==> src/rtl/riscv_lsu_pkg.sv <==
// riscv_lsu_pkg: funct3 access codes and LSU state encoding shared by the load/store path.
package riscv_lsu_pkg;
    localparam logic [2:0] F3_B  = 3'b000;
    localparam logic [2:0] F3_H  = 3'b001;
    localparam logic [2:0] F3_W  = 3'b010;
    localparam logic [2:0] F3_BU = 3'b100;
    localparam logic [2:0] F3_HU = 3'b101;
    typedef enum logic [1:0] {IDLE, REQ, WAIT, DONE} lsu_state_e;
endpackage

==> src/rtl/lsu_load_align.sv <==
// lsu_load_align: picks the addressed byte/half out of a read word and sign/zero-extends it.
module lsu_load_align
    import riscv_lsu_pkg::*;
(
    input  logic [31:0] rdata,
    input  logic [1:0]  off,
    input  logic [2:0]  funct3,
    output logic [31:0] result
);
    logic [7:0]  b;
    logic [15:0] h;
    always_comb begin
        b      = rdata[{off, 3'b000} +: 8];
        h      = off[1] ? rdata[31:16] : rdata[15:0];
        result = funct3 == F3_B  ? {{24{b[7]}}, b}  :
                 funct3 == F3_H  ? {{16{h[15]}}, h} :
                 funct3 == F3_BU ? {24'b0, b}       :
                 funct3 == F3_HU ? {16'b0, h}       : rdata;
    end
endmodule

==> src/rtl/mem_stage_lsu.sv <==
// mem_stage_lsu: M-stage load/store unit driving a valid/ready data bus and stalling the pipe.
// Define LSU_MISALIGN_TRAP_EN to suppress misaligned accesses and flag them on MisalignM.
module mem_stage_lsu
    import riscv_lsu_pkg::*;
#(
    parameter int ADDR_W = 32,
    parameter int DATA_W = 32
) (
    input  logic                clk,
    input  logic                reset,
    input  logic [ADDR_W-1:0]   ALUResultM,
    input  logic [DATA_W-1:0]   WriteDataM,
    input  logic                MemReadM,
    input  logic                MemWriteM,
    input  logic [2:0]          Funct3M,
    input  logic                FlushM,
    output logic                mem_req_valid,
    input  logic                mem_req_ready,
    output logic [ADDR_W-1:0]   mem_addr,
    output logic                mem_we,
    output logic [DATA_W-1:0]   mem_wdata,
    output logic [DATA_W/8-1:0] mem_wstrb,
    input  logic                mem_rsp_valid,
    input  logic [DATA_W-1:0]   mem_rdata,
    output logic [DATA_W-1:0]   ReadDataM,
    output logic                StallM,
    output logic                MisalignM
);
    lsu_state_e state, state_d;
    logic [2:0] f3_q;
    logic [1:0] off_q, off;
    logic       access, mis;
    logic [3:0] wstrb_d;
    logic [31:0] wdata_d, load_result;

    assign off    = ALUResultM[1:0];
    assign access = (MemReadM | MemWriteM) & ~FlushM;

    // Access size comes from funct3[1:0]: 00 byte, 01 half, anything else a word.
    always_comb begin
        wstrb_d = Funct3M[1:0] == 2'b00 ? 4'b0001 << off :
                  Funct3M[1:0] == 2'b01 ? 4'b0011 << {off[1], 1'b0} : 4'b1111;
        wdata_d = Funct3M[1:0] == 2'b00 ? {4{WriteDataM[7:0]}} :
                  Funct3M[1:0] == 2'b01 ? {2{WriteDataM[15:0]}} : WriteDataM;
    end

`ifdef LSU_MISALIGN_TRAP_EN
    assign mis = access & (Funct3M[1:0] == 2'b00 ? 1'b0 :
                           Funct3M[1:0] == 2'b01 ? off[0] : |off);
`else
    assign mis = 1'b0;
    assign MisalignM = 1'b0;
`endif

    lsu_load_align u_align (
        .rdata  (mem_rdata),
        .off    (off_q),
        .funct3 (f3_q),
        .result (load_result)
    );

    assign mem_req_valid = state == REQ;

    always_comb begin
        state_d = state;
        StallM  = 1'b0;
        unique case (state)
            IDLE: begin
                StallM  = access;
                state_d = !access ? IDLE : mis ? DONE : REQ;
            end
            REQ: begin
                StallM  = 1'b1;
                state_d = !mem_req_ready ? REQ : mem_we ? DONE : WAIT;
            end
            WAIT: begin
                StallM  = 1'b1;
                state_d = mem_rsp_valid ? DONE : WAIT;
            end
            DONE: state_d = IDLE;
        endcase
    end

    always_ff @(posedge clk or negedge reset) begin
        if (!reset) begin
            state     <= IDLE;
            mem_addr  <= '0;
            mem_we    <= 1'b0;
            mem_wdata <= '0;
            mem_wstrb <= '0;
            f3_q      <= '0;
            off_q     <= '0;
            ReadDataM <= '0;
        end else begin
            state <= state_d;
            if (state == IDLE && access && !mis) begin
                mem_addr  <= {ALUResultM[ADDR_W-1:2], 2'b00};
                mem_we    <= MemWriteM;
                mem_wdata <= wdata_d;
                mem_wstrb <= wstrb_d;
                f3_q      <= Funct3M;
                off_q     <= off;
            end
            if (state == WAIT && mem_rsp_valid)
                ReadDataM <= load_result;
        end
    end

`ifdef LSU_MISALIGN_TRAP_EN
    // Raised on the IDLE->DONE hop so it is visible during DONE only.
    always_ff @(posedge clk or negedge reset) begin
        if (!reset)
            MisalignM <= 1'b0;
        else
            MisalignM <= state == IDLE && mis;
    end
`endif
endmodule

==> config.mk <==
export PLATFORM = sky130hd
export DESIGN_NAME = mem_stage_lsu
export DESIGN_NICKNAME = d
export VERILOG_FILES = /design/src/rtl/riscv_lsu_pkg.sv /design/src/rtl/lsu_load_align.sv /design/src/rtl/mem_stage_lsu.sv
export SDC_FILE = /design/constraint.sdc
export NUM_CORES = 1
export LEC_CHECK = 0
export ABC_AREA = 1
export ABC_CLOCK_PERIOD_IN_PS = 2100
export CAP_MARGIN = 5
export CORE_MARGIN = 2
export CORE_UTILIZATION = 40
export CTS_BUF_LIST = sky130_fd_sc_hd__clkbuf_8
export CTS_CLUSTER_DIAMETER = 80
export DETAILED_ROUTE_END_ITERATION = 10
export PLACE_DENSITY = 0.84
export SLEW_MARGIN = 15
export SYNTH_ARGS = -nofsm -noshare
export SYNTH_HDL_FRONTEND = slang
export SYNTH_SLANG_ARGS = --single-unit
export TNS_END_PERCENT = 100
==> constraint.sdc <==
create_clock -name clk -period 2.1 [get_ports clk]
set_input_delay 0.21 -clock clk [delete_from_list [all_inputs] [get_ports clk]]
set_output_delay 0.21 -clock clk [all_outputs]
set_load 0.01 [all_outputs]
* Yosys cells after proc, flatten, opt, wreduce, memory -nomap -nowiden
Cells that the tools add are included.
** Word-level totals
- Register bits after elaboration :: 106
- Bits in latches :: 0
- Bits in writable memories :: 0
- Memory bits (read-only) :: 0
- Memories kept :: 0
** Cells by class
- $add $sub $neg :: 0
- Multipliers :: 0
- Div/mod/pow operators :: 0
- Magnitude comparators :: 0
- Eq/ne operators :: 7
- Shift operators :: 3
- Muxes and demuxes :: 15
- Bitwise logic cells :: 3
- Reduce and logical (&&, ||, !) cells :: 6
** Operator list (count)
- $mux 32 :: 6
- $shiftx 32x6->8 :: 1
- $mux 16 :: 1
- $mux 4 :: 2
- $pmux 2 s4 :: 1
- $eq 3x3->1 const B :: 2
- $eq 2x1->1 const B :: 2
- $eq 2x2->1 const B :: 2
- $logic_not 2->1 :: 2
- $shl 1x2->4 const A :: 1
- $shl 2x2->4 const A :: 1
- $eq 3x1->1 const B :: 1
- $logic_not 3->1 :: 1
- $mux 1 :: 3
- $logic_and 1x1->1 :: 2
- $mux 2 :: 1
- $pmux 1 s2 :: 1
- $reduce_or 2->1 :: 1
- $and 1x1->1 :: 1
- $not 1->1 :: 1
- $or 1x1->1 :: 1

* Logic depth before layout (Yosys ltp)
- Word-level depth :: 5
- Depth in mapped cells :: 8

* Cells and area by module
Synthesis repeated with hierarchy kept, for this count alone.
** Second synthesis, totals
- Cell total of the unflattened synthesis :: 774
- Area total of the unflattened synthesis :: 5794.3 um2
** Modules (own cells, without submodules)
- mem_stage_lsu :: instances 1, cells an instance 563, area an instance 4702.0 um2
- lsu_load_align :: instances 1, cells an instance 211, area an instance 1092.3 um2

* Worst setup path before layout
OpenSTA, ideal clock, no wires.
- Path kind :: register -> register
- Start :: register state[0]
- End :: register ReadDataM[4]
- Setup time :: 124 ps
- Arrival time :: 1375 ps
- Setup slack :: 601 ps
- Stages on the path, launching flop included :: 8
- Clock period less this slack :: 1499 ps
- Cell sequence :: dfrtp_1 inv_1 ha_1 nand2_1 clkbuf_1 nor2_1 o211ai_1 nand2_1
** Between the ends
- Cells in the longest elaborated chain, start to end :: 2
** RTL lines
- from (decl) :: RTL line mem_stage_lsu.sv:29 : lsu_state_e state, state_d;
- from (signal assigned) :: RTL line mem_stage_lsu.sv:95 : state <= state_d;
- $eq 2x2->1 :: RTL line mem_stage_lsu.sv:104 : if (state == WAIT && mem_rsp_valid)
- $logic_and 1x1->1 :: RTL line mem_stage_lsu.sv:104
- to (signal assigned) :: RTL line mem_stage_lsu.sv:105 : ReadDataM <= load_result;
- to (decl) :: RTL line mem_stage_lsu.sv:25 : output logic [DATA_W-1:0] ReadDataM,
Every way passes these cells.
A chain may end at the register's enable or synchronous reset.

==> flow_metrics.py <==
metrics = {
    "drt": {
        "ant_nets": 0,
        "drt_wl_total_um": 15400,
        "dr.pass1.iters": 5,
        "viasPerCell": 4.94,
        "drt_iter0_markers": 325,
        "num_vias": 4895,
        "drc_errors": 0,
        "wl_per_cell_um": 15.5,
    },
    "sta": {
        "slew_headroom_pct": 65.9,
        "max_freq_mhz": 538,
        "fin_crit_sh_pct": 88.5,
        "fin_crit_ns": 1.86,
        "rsz0062_at_grt": "false",
        "slew_viol_final": 0,
        "fin_setup_tns_ns": 0,
        "final-setup-viol-count": 0,
        "finClkSkew_ns": 0.00789,
        "tightest_slew_ns": 0.511,
        "finalHoldViolations": 0,
    },
    "worst_hold_path": {
        "hold_path.class": "in2async",
    },
    "power_and_ir_drop": {
        "leakagePower_nw": 3.44,
        "vdd_drop_max_mv": 0.650,
        "powerDensity_nw_per_um2": 1410,
        "p_total_mw": 10.6,
    },
    "floorplanning": {
        "num_rows": 40,
        "die_x_um": 116,
        "initial_core_util_pct": 41.4,
        "dieHeight_um": 116,
        "top_level_ports": 210,
        "fp.coreArea_um2": 12200,
        "die_area_um2": 13500,
    },
    "placement": {
        "port_buffers": 206,
        "place.gp.congestion": 0.832,
        "hpwlAfterDp_um": 11300,
    },
    "setup_path": {
        "endpoint_kind": "output pin",
        "path_class": "reg2out",
        "path_cells": "inv_1 > ha_1 > clkdlybuf4s50_1",
        "r2r_slack_ns": 0.33,
        "crit_arrival_ns": 1.65,
        "worstRegToRegCells": 8,
        "worstReg2RegStart": "off_q[1]",
        "worst_ep_required_time_ns": 1.89,
        "cp-start-kind": "register",
        "cp_slowest_cell": "clkdlybuf4s50_1",
        "worst_path_largest_cell_delay_ns": 0.54,
        "critPathMaxFanout": 4,
        "r2r-end": "ReadDataM[7]",
    },
    "yosys": {
        "ys_seq_elements": 106,
        "yosysWarnings": 0,
        "synth_cell_types": 27,
        "seq_area_frac_synth_pct": 52.6,
        "postSynthAreaPerCell_um2": 8.19,
        "postSynthCellCount": 615,
        "synth_area_um2": 5040,
    },
    "global_routing": {
        "grt_overflow_total": 0,
        "grt_pass1_vias": 4791,
        "antenna_found_initial": 0,
        "grt.total_usage_pct": 22.6,
        "grt_pass1_wl_um": 23400,
        "grt_max_degree": 77,
    },
    "clock_network": {
        "cts_tree": "built",
        "clockRootBuffer": "clkbuf_8",
        "clk_pin_slew_ns": 0.11,
        "cts_made_buffers": 9,
        "h-tree-depth": 3,
        "cts.sinks": 106,
        "clk-insertion-delay-late_ns": 0.37,
        "clk_path_buf_depth": 2,
    },
    "finish": {
        "syn_to_final_growth_pct": 49.0,
        "final_common_cell": "nand2_1",
        "nets": 928,
        "fillers": 1050,
        "ff_latch_area_um2": 2650,
        "drive_above_1_share_pct": 7.18,
        "antenna-diode-count": 0,
        "post-route-util_pct": 61.7,
        "layout_common_cells": "210 x nand2_1, 204 x clkdlybuf4s50_1, 106 x dfrtp_1",
        "multi_input_area_um2": 2090,
    },
    "run_status": {
        "outcome": "completed",
    },
    "flow_run": {
        "max-cap-violations": 0,
    },
}
## area by class of cell
| type | instances | area share (%) |
|---|---|---|
| well taps | 168 | 2.80 |
| multi-input cells | 451 | 27.9 |
| repair buffers | 223 | 29.9 |
| clock inverters | 6 | 0.967 |
| clock buffers | 10 | 1.83 |
| inverters | 26 | 1.30 |
| flip-flops and latches | 106 | 35.3 |
## kinds of logic (layout without fill, tap and decap cells)
family / Yosys count / in the layout / share of synthesized area (%)
flip-flops: 106 / 106 / 52.6
buffers and inverters: 60 / 265 / 5.98
AO/OA/AOI/OAI: 134 / 134 / 15.8
other: 1 / 3 / 0.0744
adder cells (fa/ha/maj): 5 / 5 / 1.24
AND/OR/NAND/NOR: 309 / 309 / 24.3
## how the worst max path moves through the flow
| stage | start | endpoint | slack [ns] | cells after the start |
|---|---|---|---|---|
| after floorplan | state[0] | ReadDataM[4] | 0.60 | 7 |
| after global placement | MemWriteM | StallM | 0.25 | 6 |
| after detailed placement | MemWriteM | mem_wdata[19] | 0.23 | 8 |
| after CTS | register | StallM | 0.03 | 5 |
| after global routing | register | mem_req_valid | 0.15 | 3 |
| final | register | mem_req_valid | 0.24 | 3 |
## registers in the layout, summed over array words and instances, names as in the netlist, named ones only
| signal | cells |
|---|---|
| mem_we | 1 |
| ReadDataM | 32 |
| state | 1 |
| mem_wdata | 32 |
| off_q | 2 |
| f3_q | 3 |
| mem_wstrb | 4 |
| mem_addr | 30 |
## report_power, final
part / total, mW / switching (mW) / leakage, nW / internal, mW
Clock: 1.34 / 0.745 / 0.109 / 0.600
Sequential: 3.73 / 0.679 / 1.27 / 3.05
Combinational: 5.49 / 2.69 / 2.06 / 2.81
## through the flow
step           worst slack, ns  hold WS [ns]  area (um2)  std cells
4_1_cts                 0.0254         0.340        7500        990
2_1_floorplan            0.601       -0.0856        5050        617
3_5_place_dp             0.231         0.206        7280        972
3_3_place_gp             0.248         0.203        7280        972
5_1_grt                  0.155         0.363        7510        990
6_report                 0.241         0.344        7510        990
## what timing repair did
action / CTS / global route
hold buffers: 1 / 0
endpoints found under the setup margin: 1 / 1
buffers inserted: 1 / 0
gates resized for setup: 0 / 1
hold endpoints to repair: 33 / 0
pin swaps: 0 / 0
## worst max-delay path: cells and delay by family (launching register included)
kind	cells	cell delay (ns)
fa+ha+maj	1	0.20
flops	1	0.42
buf+inv	2	0.66
## Yosys cell counts, drive strengths merged
master	number	area share, %
o31ai	1	0.15
o21ai	35	3.5
nor2	78	6.3
o22ai	7	0.87
o211ai	10	1.5
o21a	7	1.0
dfrtp	106	53
nand4	1	0.12
nand3	14	1.5
inv	26	1.9
buf	24	3.3
conb	1	0.074
nand2	216	16
clkbuf	10	0.75
a21oi	68	7.7
a2bb2oi	6	1.0
ha	5	1.2
## per-layer routing
layer  track usage, %  part of all wire [%]  up-vias
li1                 -                     -     2390
met1             25.9                    39     2230
met2             38.5                    47      241
met3             7.94                    11       34
met4             9.29                   3.0        0
met5                0                     0        -
Note: power is estimated with default switching activity, not from simulation.
